--- src/rtl/wb_pkg.sv ---
// Shared types for the writeback pipeline: result-select encodings and the
// per-slot control record carried alongside the datapath fields.
package wb_pkg;

    typedef enum logic [1:0] {
        RES_ALU = 2'd0,
        RES_MEM = 2'd1,
        RES_PC4 = 2'd2,
        RES_RSV = 2'd3
    } res_src_e;

    typedef struct packed {
        logic     valid;
        logic     reg_write;
        res_src_e result_src;
    } slot_ctrl_t;

    localparam slot_ctrl_t SLOT_CTRL_BUBBLE = '{valid: 1'b0, reg_write: 1'b0, result_src: RES_ALU};

    localparam int DEPTH_MIN = 1;
    localparam int DEPTH_MAX = 4;

    // Writes to x0 and writes from bubbles must never reach the register file.
    function automatic logic gate_reg_write(input logic reg_write, input logic valid,
                                            input logic rd_nonzero);
        return reg_write & valid & rd_nonzero;
    endfunction

endpackage

--- src/rtl/wb_slot.sv ---
// One M->W register slot: loads from its upstream neighbour, holds on stall,
// becomes a bubble on flush (flush wins over stall).
module wb_slot
    import wb_pkg::*;
#(
    parameter int XLEN = 32,
    parameter int RA_W = 5
) (
    input  logic             CLK,
    input  logic             RST,
    input  logic             stall_i,
    input  logic             flush_i,
    input  slot_ctrl_t       ctrl_i,
    input  logic [XLEN-1:0]  alu_i,
    input  logic [XLEN-1:0]  mem_i,
    input  logic [XLEN-1:0]  pc4_i,
    input  logic [RA_W-1:0]  rd_i,
    output slot_ctrl_t       ctrl_o,
    output logic [XLEN-1:0]  alu_o,
    output logic [XLEN-1:0]  mem_o,
    output logic [XLEN-1:0]  pc4_o,
    output logic [RA_W-1:0]  rd_o
);

    slot_ctrl_t      ctrl_d, ctrl_q;
    logic [XLEN-1:0] alu_d, alu_q, mem_d, mem_q, pc4_d, pc4_q;
    logic [RA_W-1:0] rd_d, rd_q;

    always_comb begin
        // NOTE: every output of this block gets a default first, so no path leaves it unassigned (no latch).
        ctrl_d = ctrl_q;
        alu_d  = alu_q;
        mem_d  = mem_q;
        pc4_d  = pc4_q;
        rd_d   = rd_q;
        if (flush_i) begin
            ctrl_d = SLOT_CTRL_BUBBLE;
            alu_d  = '0;
            mem_d  = '0;
            pc4_d  = '0;
            rd_d   = '0;
        end else if (!stall_i) begin
            ctrl_d.valid      = ctrl_i.valid;
            ctrl_d.reg_write  = gate_reg_write(ctrl_i.reg_write, ctrl_i.valid, |rd_i);
            ctrl_d.result_src = ctrl_i.result_src;
            alu_d             = alu_i;
            mem_d             = mem_i;
            pc4_d             = pc4_i;
            rd_d              = rd_i;
        end
    end

    // NOTE: state uses non-blocking assignments; data fields are reset too because W outputs must read zero after reset.
    always_ff @(posedge CLK or negedge RST) begin
        if (!RST) begin
            ctrl_q <= SLOT_CTRL_BUBBLE;
            alu_q  <= '0;
            mem_q  <= '0;
            pc4_q  <= '0;
            rd_q   <= '0;
        end else begin
            ctrl_q <= ctrl_d;
            alu_q  <= alu_d;
            mem_q  <= mem_d;
            pc4_q  <= pc4_d;
            rd_q   <= rd_d;
        end
    end

    assign ctrl_o = ctrl_q;
    assign alu_o  = alu_q;
    assign mem_o  = mem_q;
    assign pc4_o  = pc4_q;
    assign rd_o   = rd_q;

endmodule

--- src/rtl/wb_pipe_stage.sv ---
// Writeback stage: DEPTH chained slots between M and W, the result select
// mux, and the retired-instruction counter.
module wb_pipe_stage
    import wb_pkg::*;
#(
    parameter int XLEN  = 32,
    parameter int RA_W  = 5,
    parameter int DEPTH = 1,
    parameter int CNT_W = 32
) (
    input  logic             CLK,
    input  logic             RST,
    input  logic             StallW,
    input  logic             FlushW,
    input  logic             ValidM,
    input  logic             RegWriteM,
    input  logic [1:0]       ResultSrcM,
    input  logic [XLEN-1:0]  ALUResultM,
    input  logic [XLEN-1:0]  ReadDataM,
    input  logic [XLEN-1:0]  PCPlus4M,
    input  logic [RA_W-1:0]  RdM,
    output logic             ValidW,
    output logic             RegWriteW,
    output logic [1:0]       ResultSrcW,
    output logic [XLEN-1:0]  ALUResultW,
    output logic [XLEN-1:0]  ReadDataW,
    output logic [XLEN-1:0]  PCPlus4W,
    output logic [RA_W-1:0]  RdW,
    output logic [XLEN-1:0]  ResultW,
    output logic [CNT_W-1:0] InstRetW
);

    generate
        if (DEPTH < DEPTH_MIN || DEPTH > DEPTH_MAX) begin : g_bad_depth
            $error("wb_pipe_stage: DEPTH must be in 1..4");
        end
    endgenerate

    // Index 0 is the M-stage input; index k+1 is the output of slot k.
    slot_ctrl_t      ctrl_c [DEPTH+1];
    logic [XLEN-1:0] alu_c  [DEPTH+1];
    logic [XLEN-1:0] mem_c  [DEPTH+1];
    logic [XLEN-1:0] pc4_c  [DEPTH+1];
    logic [RA_W-1:0] rd_c   [DEPTH+1];

    assign ctrl_c[0] = slot_ctrl_t'{valid: ValidM, reg_write: RegWriteM,
                                    result_src: res_src_e'(ResultSrcM)};
    assign alu_c[0]  = ALUResultM;
    assign mem_c[0]  = ReadDataM;
    assign pc4_c[0]  = PCPlus4M;
    assign rd_c[0]   = RdM;

    for (genvar k = 0; k < DEPTH; k++) begin : g_slot
        wb_slot #(.XLEN(XLEN), .RA_W(RA_W)) u_slot (
            .CLK     (CLK),
            .RST     (RST),
            .stall_i (StallW),
            .flush_i (FlushW),
            .ctrl_i  (ctrl_c[k]),
            .alu_i   (alu_c[k]),
            .mem_i   (mem_c[k]),
            .pc4_i   (pc4_c[k]),
            .rd_i    (rd_c[k]),
            .ctrl_o  (ctrl_c[k+1]),
            .alu_o   (alu_c[k+1]),
            .mem_o   (mem_c[k+1]),
            .pc4_o   (pc4_c[k+1]),
            .rd_o    (rd_c[k+1])
        );
    end

    slot_ctrl_t ctrl_w;
    assign ctrl_w     = ctrl_c[DEPTH];
    assign ValidW     = ctrl_w.valid;
    assign RegWriteW  = ctrl_w.reg_write;
    assign ResultSrcW = ctrl_w.result_src;
    assign ALUResultW = alu_c[DEPTH];
    assign ReadDataW  = mem_c[DEPTH];
    assign PCPlus4W   = pc4_c[DEPTH];
    assign RdW        = rd_c[DEPTH];

    always_comb begin
        ResultW = '0;
        unique case (ctrl_w.result_src)
            RES_ALU: ResultW = ALUResultW;
            RES_MEM: ResultW = ReadDataW;
            RES_PC4: ResultW = PCPlus4W;
            default: ResultW = '0;
        endcase
    end

    // The W instruction commits on any non-stalled edge, including a flushing one.
    logic [CNT_W-1:0] inst_ret_d, inst_ret_q;

    always_comb begin
        inst_ret_d = inst_ret_q;
        if (ctrl_w.valid && (FlushW || !StallW)) begin
            inst_ret_d = inst_ret_q + CNT_W'(1);
        end
    end

    always_ff @(posedge CLK or negedge RST) begin
        if (!RST) begin
            inst_ret_q <= '0;
        end else begin
            inst_ret_q <= inst_ret_d;
        end
    end

    assign InstRetW = inst_ret_q;

endmodule

--- config.mk ---
export PLATFORM = sky130hd
export DESIGN_NAME = wb_pipe_stage
export DESIGN_NICKNAME = d
export VERILOG_FILES = /design/src/rtl/wb_pkg.sv /design/src/rtl/wb_slot.sv /design/src/rtl/wb_pipe_stage.sv
export SDC_FILE = /design/constraint.sdc
export NUM_CORES = 1
export LEC_CHECK = 0
export CORE_MARGIN = 4
export CORE_UTILIZATION = 55
export CTS_BUF_LIST = sky130_fd_sc_hd__clkbuf_16
export DETAILED_ROUTE_END_ITERATION = 10
export DONT_BUFFER_PORTS = 1
export PLACE_DENSITY = 0.7
export SLEW_MARGIN = 20
export SYNTH_ARGS = -nofsm -noshare
export SYNTH_HDL_FRONTEND = slang
export SYNTH_SLANG_ARGS = --single-unit
--- constraint.sdc ---
create_clock -name CLK -period 2.55 [get_ports CLK]
set_input_delay 0.765 -clock CLK [delete_from_list [all_inputs] [get_ports CLK]]
set_output_delay 0.765 -clock CLK [all_outputs]
set_load 0.01 [all_outputs]
==> results by group <==
Outcome
  – Status: finished clean

Synthesis
  – Mapped Area: 6450 um^2
  – Largest cells by area after synthesis: dfrtp_1, mux2i_1, nor2_1
  – Syn_area_per_cell: 11.0 um^2
  – Synth area leader: dfrtp_1
  – Most common cell in the synthesized netlist: dfrtp_1
  – Synth Instances: 588
  – Register area share after synthesis: 53.2%
  – Top cells by count, synth: dfrtp_1, mux2i_1, nor2_1
  – EDFF count, synth: 0
  – Top_reg_cell synth: dfrtp_1
  – #FFs+latches synth: roughly 140
  – Synth cell types: 35
  – Synth Net Count: 698
  – Synth Warn #: 0
  – Share of the synthesized area in the top cell type: 53.2%
  – Synth async-reset ratio: 100%

Detailed routing
  – Vias: 4,405
  – Residual DRC: 0
  – Vias per cell: 5.99
  – Initial DRC count: roughly 310
  – Post-DRT Antenna Nets: 0
  – Final Routed Wirelength: 16,400 um
  – Wire per inst: 22.3 um
  – Drt pass-1 iters: 5

Critical path
  – Crit-path leading delay family: flip-flops
  – Slowest cell on the critical path: dfrtp_4
  – Critical path cell sequence: nor2b_2 > buf_4 > nand2_1 > o21ai_0
  – Crit path kind: flip-flop to primary output
  – CP Capture Type: primary output
  – Reg-to-reg critical path endpoint: InstRetW[30]
  – Startpoint Class: flip-flop
  – Crit path largest cell delay: 0.57 ns
  – WP data required: 1.79 ns
  – RR Startpoint: g_slot[0].u_slot.ctrl_o[3]
  – CP Max Fanout: 18
  – R2R depth: 4
  – CP Data Arrival Time: ~1.7 ns
  – Buf/Inv on CP: 1
  – Setup slack, reg-to-reg: 0.68 ns

Timing
  – Slew Viols, Final: 0
  – Final min period: 2.49 ns
  – Max_slew headroom: 59.6%
  – Setup TNS: 0 ns
  – Final Worst Setup Slack: a little over 0.06 ns
  – Fmax: 0.402 GHz
  – # setup viols final: 0
  – Hold Fails Final Rpt: 0
  – Worst-Margin Slew: 0.601 ns
  – Unrepaired setup endpoints after global routing: no
  – Worst Skew: 0.00611 ns
  – Final period util: 97.6%

Clock tree
  – Htree depth: 4
  – CTS Buf Count: 17
  – Clk pin slew, worst setup/hold paths: around 0.060 ns
  – Post CTS Setup Buffer Count: 0
  – Clk sinks: approximately 140
  – Deepest clock path buffer count: 2
  – Clock Latency Late Sink: 0.41 ns
  – CTS tree: done
  – CTS root buffer: clkbuf_16

Die
  – Die Y: 116 um
  – Cell Rows: 39
  – Die extent in x: 116 um
  – Core ar.: 11,500 um^2
  – # IOs: 278
  – Initial core utilization: 56.2%
  – Die area: roughly 14,000 um^2

Finish
  – N_diodes: 0
  – Fill count: 928
  – Nets: 689
  – Finished Layout Cells: 735
  – Synthesis-to-layout area growth: 10.8%
  – Ratio of cells with drive above 1 in the final layout: under 10%

Place
  – Pre-CTS WS: 0.453 ns
  – DP HPWL: roughly 12,000 um
  – Port buffer count: 0
  – GPL Wtd Cong: 0.767
  – Placed Instances: 703

Pwr
  – Clock power share: between 40% and 50%
  – Maximum VDD drop: 525 uV
  – Switching share of power: 24.3%
  – NetSw: 0.00132 W
  – Cell Pwr Density: 759 nW/um^2
  – Proportion of power drawn by combinational gates: 7.0%
  – Pleak: 3.40 nW
  – Reg power frac: 47.4%
  – Internal: 0.00411 W

Global routing
  – Vias in the first global route: 4,449
  – First-pass GRT wire length: roughly 24,000 um
  – Total track usage: 23.8%
  – Initial antenna violation count: 0
  – Grt total ovfl: 0
  – Largest net degree at the start of global routing: about 140

Job
  – # Max-Cap Violations: 0

Hold path
  – Worst min path class: primary input to asynchronous set/reset pin
-- kinds of logic (layout without fill, tap and decap cells) --
group                      after synthesis  after routing  share of synthesized area (%)
AOI/OAI and AO/OA                       34             34                           2.64
muxes                                  137            137                           21.3
DFF                                    137            137                           53.2
xor gates and xnor gates                31             31                           4.21
adders and majority gates                1              1                          0.194
and+or+nand+nor                        206            206                           15.6
buffers and inverters                   42             46                           2.91
-- state kept, by name, indices dropped and copies added, names as in the netlist --
| register | count |
|---|---|
| g_slot.u_slot.pc4_o | 32 |
| g_slot.u_slot.rd_o | 5 |
| g_slot.u_slot.ctrl_o | 4 |
| g_slot.u_slot.mem_o | 32 |
| g_slot.u_slot.alu_o | 32 |
| InstRetW | 32 |
-- worst reg2reg max path: cells and delay by family, from the launching register on --
family,cells,cell delay (ns)
DFF,1,0.49
xor gates and xnor gates,1,0.20
and+or+nand+nor,3,1.10
-- worst max-delay path by stage --
stage	from	to	cells after the start
after CTS	g_slot[0].u_slot.ctrl_o[0]	ResultW[24]	5
after global routing	g_slot[0].u_slot.ctrl_o[0]	ResultW[24]	5
after floorplan	g_slot[0].u_slot.ctrl_o[0]	ResultW[0]	6
final	g_slot[0].u_slot.ctrl_o[0]	ResultW[9]	4
after global placement	StallW	InstRetW[31]	4
after detailed placement	StallW	InstRetW[30]	4
-- power by group through the flow --
stage | Sequential (W) | Clock [W] | Combinational [W]
6_report | 0.00257 | 0.00248 | 0.000377
2_1_floorplan | 0.00253 | 0 | 0.000373
5_1_grt | 0.00259 | 0.00261 | 0.000415
3_3_place_gp | 0.00260 | 0 | 0.000360
3_5_place_dp | 0.00261 | 0 | 0.000377
4_1_cts | 0.00257 | 0.00250 | 0.000379
-- what timing repair did --
item / 4_1_cts / 5_1_grt
hold buffers: 0 / 0
setup endpoints to repair: 0 / 1
resized for setup: 0 / 2
-- cells in the final DEF (no fill, tap or decap), drive strengths merged --
cell / synthesis / layout
dfrtp: 137 / 137
mux2i: 136 / 136
nor2: 106 / 106
nand2: 47 / 47
o21ai: 33 / 33
clkbuf: 23 / 17
xor2: 16 / 16
xnor2: 15 / 15
buf: 15 / 10
inv: 4 / 8
nand3: 8 / 8
nor4: 8 / 8
nand4: 7 / 7
clkinv: 0 / 7
nor3: 6 / 6
and3: 5 / 5
and2: 5 / 5
bufinv: 0 / 4
or3: 3 / 3
nor4b: 2 / 2
nor3b: 2 / 2
nor2b: 2 / 2
and4: 2 / 2
nand2b: 1 / 1
mux2: 1 / 1
or4: 1 / 1
a21oi: 1 / 1
or4b: 1 / 1
ha: 1 / 1
-- stage by stage --
step                area [um^2]  hold WS [ns]  power, W  utilization (%)
floorplan                  6450         0.469   0.00291                -
global placement           6550         0.472   0.00296             57.1
detailed placement         6550         0.473   0.00299             57.1
CTS                        7140        0.0261   0.00545             62.2
global route               7140        0.0216   0.00561             62.3
finish                     7140        0.0445   0.00542             62.3
-- metal layers --
metal / GRT usage, % / wire, um / share of wire (%)
met5: 0 / 0 / 0
met4: 11.2 / 372 / 2.3
met3: 8.39 / 1710 / 10
met2: 39.8 / 8210 / 50
met1: 27.4 / 6130 / 37
-- final cells by class --
cell class              count  area [um^2]  share of cell area (%)
well taps                 143          179                    2.50
clock buffers              17          425                    5.95
flip-flops and latches    137         3430                    48.0
clock inverters            15          168                    2.35
repair buffers             10         91.3                    1.28
inverters                   4         15.0                   0.210
multi-input cells         409         2830                    39.7
Note: power is estimated with default switching activity, not from simulation.
